[src/rtl/sync_pkg.sv]
// sync_pkg: shared default parameters and counter-width helper for the debouncer
// Ports: none (package)
package sync_pkg;
    localparam int N_CH_DEF      = 4;
    localparam int N_STAGES_DEF  = 2;
    localparam int DB_CYCLES_DEF = 16;

    function automatic int cnt_width(input int n);
        return (n > 1) ? $clog2(n) : 1;
    endfunction
endpackage

[src/rtl/module_sync_debounce_if.sv]
// module_sync_debounce_if: bundle of debounce strobe, raw inputs and debounced outputs
// Ports: tick_en, d_in (to debouncer); d_out, rise, fall (from debouncer)
interface module_sync_debounce_if
    import sync_pkg::*;
#(
    parameter int N_CH = N_CH_DEF
);
    logic            tick_en;
    logic [N_CH-1:0] d_in;
    logic [N_CH-1:0] d_out;
    logic [N_CH-1:0] rise;
    logic [N_CH-1:0] fall;

    modport master (output tick_en, d_in, input d_out, rise, fall);
    modport slave  (input tick_en, d_in, output d_out, rise, fall);
endinterface

[src/rtl/module_debounce_ch.sv]
// module_debounce_ch: one-channel synchronizer chain, debounce counter and edge pulses
// Ports: clk, reset (sync, active-high), i_tick_en (qualify strobe), i_d (raw async input),
//        o_d (debounced level), o_rise / o_fall (one-cycle registered edge pulses)
module module_debounce_ch
    import sync_pkg::*;
#(
    parameter int N_STAGES  = N_STAGES_DEF,
    parameter int DB_CYCLES = DB_CYCLES_DEF
) (
    input  logic clk,
    input  logic reset,
    input  logic i_tick_en,
    input  logic i_d,
    output logic o_d,
    output logic o_rise,
    output logic o_fall
);
    localparam int CW = cnt_width(DB_CYCLES);
    localparam logic [CW-1:0] LAST = CW'(DB_CYCLES - 1);

    logic [N_STAGES-1:0] r_sync;
    logic [CW-1:0]       r_cnt;
    logic                w_s;
    logic                w_differ;
    logic                w_accept;

    assign w_s      = r_sync[N_STAGES-1];
    assign w_differ = w_s != o_d;
    // Accept on the qualifying cycle that completes the run; the counter therefore never wraps.
    assign w_accept = w_differ && i_tick_en && (r_cnt == LAST);

    always_ff @(posedge clk) begin
        if (reset) begin
            r_sync <= '0;
            r_cnt  <= '0;
            o_d    <= 1'b0;
            o_rise <= 1'b0;
            o_fall <= 1'b0;
        end else begin
            r_sync <= {r_sync[N_STAGES-2:0], i_d};
            r_cnt  <= (!w_differ || w_accept) ? '0 : i_tick_en ? r_cnt + 1'b1 : r_cnt;
            o_d    <= w_accept ? w_s : o_d;
            o_rise <= w_accept && w_s;
            o_fall <= w_accept && !w_s;
        end
    end
endmodule

[src/rtl/module_sync_debounce.sv]
// module_sync_debounce: N_CH independent synchronize-and-debounce channels
// Ports: clk, reset (sync, active-high), bus (slave: tick_en, d_in in; d_out, rise, fall out)
module module_sync_debounce
    import sync_pkg::*;
#(
    parameter int N_CH      = N_CH_DEF,
    parameter int N_STAGES  = N_STAGES_DEF,
    parameter int DB_CYCLES = DB_CYCLES_DEF
) (
    input logic                   clk,
    input logic                   reset,
    module_sync_debounce_if.slave bus
);
    logic [N_CH-1:0] w_d_out;
    logic [N_CH-1:0] w_rise;
    logic [N_CH-1:0] w_fall;

    for (genvar c = 0; c < N_CH; c++) begin : g_ch
        module_debounce_ch #(
            .N_STAGES (N_STAGES),
            .DB_CYCLES(DB_CYCLES)
        ) u_ch (
            .clk      (clk),
            .reset    (reset),
            .i_tick_en(bus.tick_en),
            .i_d      (bus.d_in[c]),
            .o_d      (w_d_out[c]),
            .o_rise   (w_rise[c]),
            .o_fall   (w_fall[c])
        );
    end

    assign bus.d_out = w_d_out;
    assign bus.rise  = w_rise;
    assign bus.fall  = w_fall;
endmodule
[src/flat_wrapper.sv]
// flat-port wrapper written by rule: the top's interface ports become plain ports
module module_sync_debounce_flat import sync_pkg::*;
#(
    parameter int N_CH      = N_CH_DEF,
    parameter int N_STAGES  = N_STAGES_DEF,
    parameter int DB_CYCLES = DB_CYCLES_DEF
)
  (clk, reset, bus_tick_en, bus_d_in, bus_d_out, bus_rise, bus_fall);
  module_sync_debounce_if #(.N_CH(N_CH)) bus_i ();
  input logic clk;
  input logic reset;
  input wire logic [$bits(bus_i.tick_en)-1:0] bus_tick_en;
  input wire logic [$bits(bus_i.d_in)-1:0] bus_d_in;
  output wire logic [$bits(bus_i.d_out)-1:0] bus_d_out;
  output wire logic [$bits(bus_i.rise)-1:0] bus_rise;
  output wire logic [$bits(bus_i.fall)-1:0] bus_fall;
  assign bus_i.tick_en = bus_tick_en;
  assign bus_i.d_in = bus_d_in;
  assign bus_d_out = bus_i.d_out;
  assign bus_rise = bus_i.rise;
  assign bus_fall = bus_i.fall;
  module_sync_debounce #(.N_CH(N_CH), .N_STAGES(N_STAGES), .DB_CYCLES(DB_CYCLES)) u_core (.clk(clk), .reset(reset), .bus(bus_i));
endmodule
[config.mk]
export PLATFORM = sky130hd
export DESIGN_NAME = module_sync_debounce_flat
export DESIGN_NICKNAME = d
export VERILOG_FILES = /design/src/rtl/sync_pkg.sv /design/src/rtl/module_sync_debounce_if.sv /design/src/rtl/module_debounce_ch.sv /design/src/rtl/module_sync_debounce.sv /design/src/flat_wrapper.sv
export SDC_FILE = /design/constraint.sdc
export NUM_CORES = 1
export LEC_CHECK = 0
export CORE_MARGIN = 3
export CORE_UTILIZATION = 45
export DETAILED_ROUTE_END_ITERATION = 6
export PLACE_DENSITY_LB_ADDON = 0.12
export REMOVE_ABC_BUFFERS = 1
export SLEW_MARGIN = 15
export SYNTH_ARGS = -nofsm -noshare
export SYNTH_HDL_FRONTEND = slang
export SYNTH_HIERARCHICAL = 1
export SYNTH_SLANG_ARGS = --single-unit
[constraint.sdc]
create_clock -name clk -period 3.36 [get_ports clk]
set_input_delay 0.336 -clock clk [delete_from_list [all_inputs] [get_ports clk]]
set_output_delay 0.336 -clock clk [all_outputs]
set_load 0.02 [all_outputs]
# --- Yosys cells after proc, flatten, opt, wreduce, memory -nomap -nowiden ---
# Cells that the tools add are included.
word_totals:
  regBits: 36
  inputBits: 7
op_classes:
  addsub: 4
  eq_ne: 8
  n_reduce_logical: 32
op_table:
  columns: ["op", "count"]
  rows:
  - ["4-bit by 1-bit adder with 4-bit output, second input constant", 4]
  - ["4-bit == test, second input constant", 4]
  - ["1-bit logical AND", 16]
  - ["1-bit logical NOT", 8]
  - ["2-bit OR reduction", 4]
  - ["1-bit logical OR", 4]
  - ["1-bit inequality test", 4]

# --- Depth between registers and ports, before layout ---
logic_depth:
  depth_word: 5
  mapped_depth: 4

# --- Hierarchy ---
# The synthesis kept the hierarchy.
modules_own_cells:
  columns: ["mod", "n_inst", "cells_each", "area_per_inst_um2"]
  rows:
  - ["module_debounce_ch", 4, 29, 322.8]

# --- Least setup slack after synthesis ---
# No wires, ideal clock.
synth_path:
  path_kind: "register to register"
  startpoint: "register u_core.g_ch[0].u_ch.r_cnt[0]"
  endpoint: "register u_core.g_ch[0].u_ch.r_cnt[0]"
  setup_time_ns: 0.064
  t_arrival_ns: 1.138
  path_slack_ns: 2.158
  stages_incl_launch_ff: 5
  n_path_buf: 0
  path_cell_list: "dfxtp_1 > ha_1 > nand4_1 > or3b_1 > nor2_1"
synth_via:
  elab_chain_cells: 4
  elab_cells_between_ends: 5
synth_rtl:
  columns: ["item", "line", "source"]
  rows:
  - ["start, declared", "module_debounce_ch.sv:22", "logic [CW-1:0] r_cnt;"]
  - ["start signal, assigned", "module_debounce_ch.sv:41", "r_cnt <= (!w_differ || w_accept) ? '0 : i_tick_en ? r_cnt + 1'b1 : r_cnt;"]
  - ["4-bit == test", "module_debounce_ch.sv:30", "assign w_accept = w_differ && i_tick_en && (r_cnt == LAST);"]
  - ["1-bit logical AND", "module_debounce_ch.sv:30", null]
  - ["1-bit logical OR", "module_debounce_ch.sv:41", null]
  - ["2-bit OR reduction (no line)", null, null]
# Several ways; a longest one is shown, not always the timed one.
# A chain may end at the register's enable or synchronous reset.

# --- Final worst setup path ---
layout_path:
  startpoint: "input port bus_tick_en"
  endpoint: "register u_core.g_ch[1].u_ch.r_cnt[1]"
layout_via:
  elab_chain_cells: 4
layout_rtl:
  columns: ["item", "line", "source"]
  rows:
  - ["start, declared", "flat_wrapper.sv:12", "input wire logic [$bits(bus_i.tick_en)-1:0] bus_tick_en;"]
  - ["1-bit logical AND (2 in a row)", "module_debounce_ch.sv:30", null]
  - ["1-bit logical OR", "module_debounce_ch.sv:41", null]
  - ["2-bit OR reduction (no line)", null, null]
  - ["end signal, assigned", "module_debounce_ch.sv:41", null]
  - ["end, declared", "module_debounce_ch.sv:22", null]
# Several ways; a longest one is shown, not always the timed one.

==> summary.txt <==
Place
  – GP Congestion: 0.646
  – # placed instances: 165
  – DPL Wire Length: 1.43 mm
  – I/O Buffers: 18
  – Dpl ws: 1.16 ns
  – Post-DP Area: 0.00152 mm²

Layout
  – Finished Layout Cells: 173
  – N_diodes: 0
  – Fillers: 228
  – Syn-to-layout area delta: 22.0%
  – Core Util, Final: 0.608
  – Nets: 153
  – Share of layout cells above drive strength 1: 0.0490
  – Post-route cell area: 0.00158 mm²

Hold path
  – Hold Path Class: register to register

Power and ir drop
  – Static Leakage: 0.588 nW
  – Internal power: 0.550 mW
  – Clk pwr share: 0.332
  – Sw Ratio: 0.208
  – Peak VDD IR: 0.281 mV
  – Gate power share: 0.041
  – PD cells: 441 mW/mm²
  – NetSw: 0.144 mW
  – Design Power: 0.694 mW
  – Flop pwr share: 0.627

Die
  – # rows: 18
  – Die Ht: 59.6 µm
  – Die width: 59.6 µm
  – Die ar.: 0.00355 mm²
  – I/O pin count: 19
  – Initial Utilization: 0.499
  – Core area: 0.00259 mm²

Clocking
  – Setup Fix Bufs, Post-CTS: 0
  – Post_cts resized: 0
  – H-tree levels: 2
  – CTS Buf Count: 5
  – CTS tree: yes
  – Clk Latency, worst-skew pair: 0.33 ns
  – Root buf cell: clkbuf_4
  – Clk sinks: 36
  – Hold-fix buffers, CTS: 0
  – Clk slew on worst S/H paths: 0.10 ns
  – CTS max path bufs: 2

STA
  – Setup TNS: 0 ns
  – Fin. max-slew vios: 0
  – Worst relative slew slack: 0.480
  – Final worst setup slack: 1.51 ns
  – F_max: 541 MHz
  – Final hold slack: 0.451 ns
  – Final setup vio count: 0
  – Final min period: 1.85 ns
  – RSZ-0062 raised after global routing: false
  – Clk_skew: 0.00775 ns
  – Period utilization: 0.550
  – Hold violation count in the final report: 0
  – Worst Tran Pin Value: 0.778 ns

GRT
  – Antenna violations before repair: 0
  – Global Route Usage Sum: 0.138
  – Vias in the first global route: 834
  – Global route overflow: 0
  – Largest net degree at the start of global routing: 21
  – First-pass GRT wire length: 3.51 mm

Synthesis
  – Post-synthesis sequential area ratio: 0.558
  – Mean post-synth cell area: 11.1 µm²
  – Post-Syn Instances: 116
  – Post-synth EDFFs: 0
  – Share of the synthesized area in the top cell type: 0.558
  – Ys flop type: dfxtp_1
  – Distinct cells, synth: 12
  – Post-synth ARST share: 0
  – Ranking of synthesized cells by area: dfxtp_1 (56%), mux2i_1 (6.2%), nor4b_1 (5.4%), xnor2_1 (5.4%), xor2_1 (5.4%)
  – Top cells by count, synth: dfxtp_1 (36), nor2_1 (16)
  – Cell taking the most area after synthesis: dfxtp_1
  – Yosys reg bits: 36
  – Cell Area, Synth: 0.00129 mm²
  – Count leader, synth: dfxtp_1
  – Yosys warns: 6

Routing
  – Number of detailed-route iterations in the first pass: 4
  – Final ANT Viol Nets: 0
  – Wirelength per Cell: 11.8 µm
  – Routed vias/inst: 5.16
  – WL final: 2.04 mm
  – # DRC: 0
  – Initial drt markers: 26
  – Via count: 892

Critical path
  – Crit-path leading delay family: simple AND/OR/NAND/NOR gates
  – Crit-path cells: clkdlybuf4s50_1 > nand4_1 > or3b_1 > nor2_1
  – Critical path peak fanout: 20
  – WP data arrival: 2.12 ns
  – CP max-delay cell: clkdlybuf4s50_1
  – Crit path buf inv count: 1
  – Required time of the critical path: 3.63 ns
  – Startpoint types: input port
  – CP peak stage delay: 0.82 ns
  – Kind of critical path: input port to register
  – Worst Setup End Kind: register

Run status
  – Outcome: finished clean

Flow run
  – Total of max-cap violations: 0
==> path summary, 6_finish.rpt <==
path | startpoint | endpoint | slack [ns] | depth (start not counted)
min reg2reg | u_core/g_ch[1].u_ch/r_sync[0] | u_core/g_ch[1].u_ch/r_sync[1] | 0.45 | 1
min | u_core/g_ch[1].u_ch/r_sync[0] | u_core/g_ch[1].u_ch/r_sync[1] | 0.45 | 1
max reg2reg | u_core/g_ch[1].u_ch/r_cnt[0] | u_core/g_ch[1].u_ch/r_cnt[1] | 2.01 | 4
max | bus_tick_en | u_core/g_ch[1].u_ch/r_cnt[1] | 1.51 | 4
==> cell families (layout without fill, tap and decap cells) <==
kind of cell	count (synthesis)	after routing	share of synthesized area
xor+xnor	16	16	0.109
simple gates	52	52	0.233
mux	8	8	0.0620
flops	36	36	0.558
fa+ha+maj	4	4	0.0388
buf+inv	0	27	0
==> power by group through the flow <==
| stage | sequential (mW) | clock, mW | combinational [mW] |
|---|---|---|---|
| 4_1_cts | 0.435 | 0.241 | 0.0289 |
| 3_5_place_dp | 0.445 | 0 | 0.0288 |
| 5_1_grt | 0.436 | 0.262 | 0.0313 |
| 3_3_place_gp | 0.445 | 0 | 0.0283 |
| 6_report | 0.435 | 0.231 | 0.0284 |
| 2_1_floorplan | 0.444 | 0 | 0.0115 |
==> area by class of cell <==
class | instances | area [µm²] | share of cell area
Clock buffer | 8 | 58.8 | 0.0373
Sequential cell | 36 | 721 | 0.458
Multi-Input combinational cell | 80 | 571 | 0.362
Tap cell | 30 | 37.5 | 0.0238
Timing Repair Buffer | 19 | 188 | 0.119
==> registers in the layout, indices dropped and copies added, names as in the netlist <==
| register | flops |
|---|---|
| u_core/g_ch.u_ch/o_d | 4 |
| u_core/g_ch.u_ch/o_fall | 4 |
| u_core/g_ch.u_ch/o_rise | 4 |
| u_core/g_ch.u_ch/r_cnt | 16 |
| u_core/g_ch.u_ch/r_sync | 8 |
==> layer usage <==
layer,share of wire,vias up,global-route usage
met5,0,-,0
met4,0.020,0,0.0665
met3,0.063,7,0.0697
met2,0.50,20,0.236
met1,0.42,410,0.139
li1,-,455,-
==> layout by cell type (no fill, tap or decap), drive strengths merged <==
master and instances:
nand2 4, clkbuf 8, clkdlybuf4s50 18, nor2b 8
mux2i 8, nor4b 8, or3b 4, nor2 16
dfxtp 36, nand4 8, xnor2 8, ha 4
nor3 4, xor2 8, buf 1
Note: power is estimated with default switching activity, not from simulation.
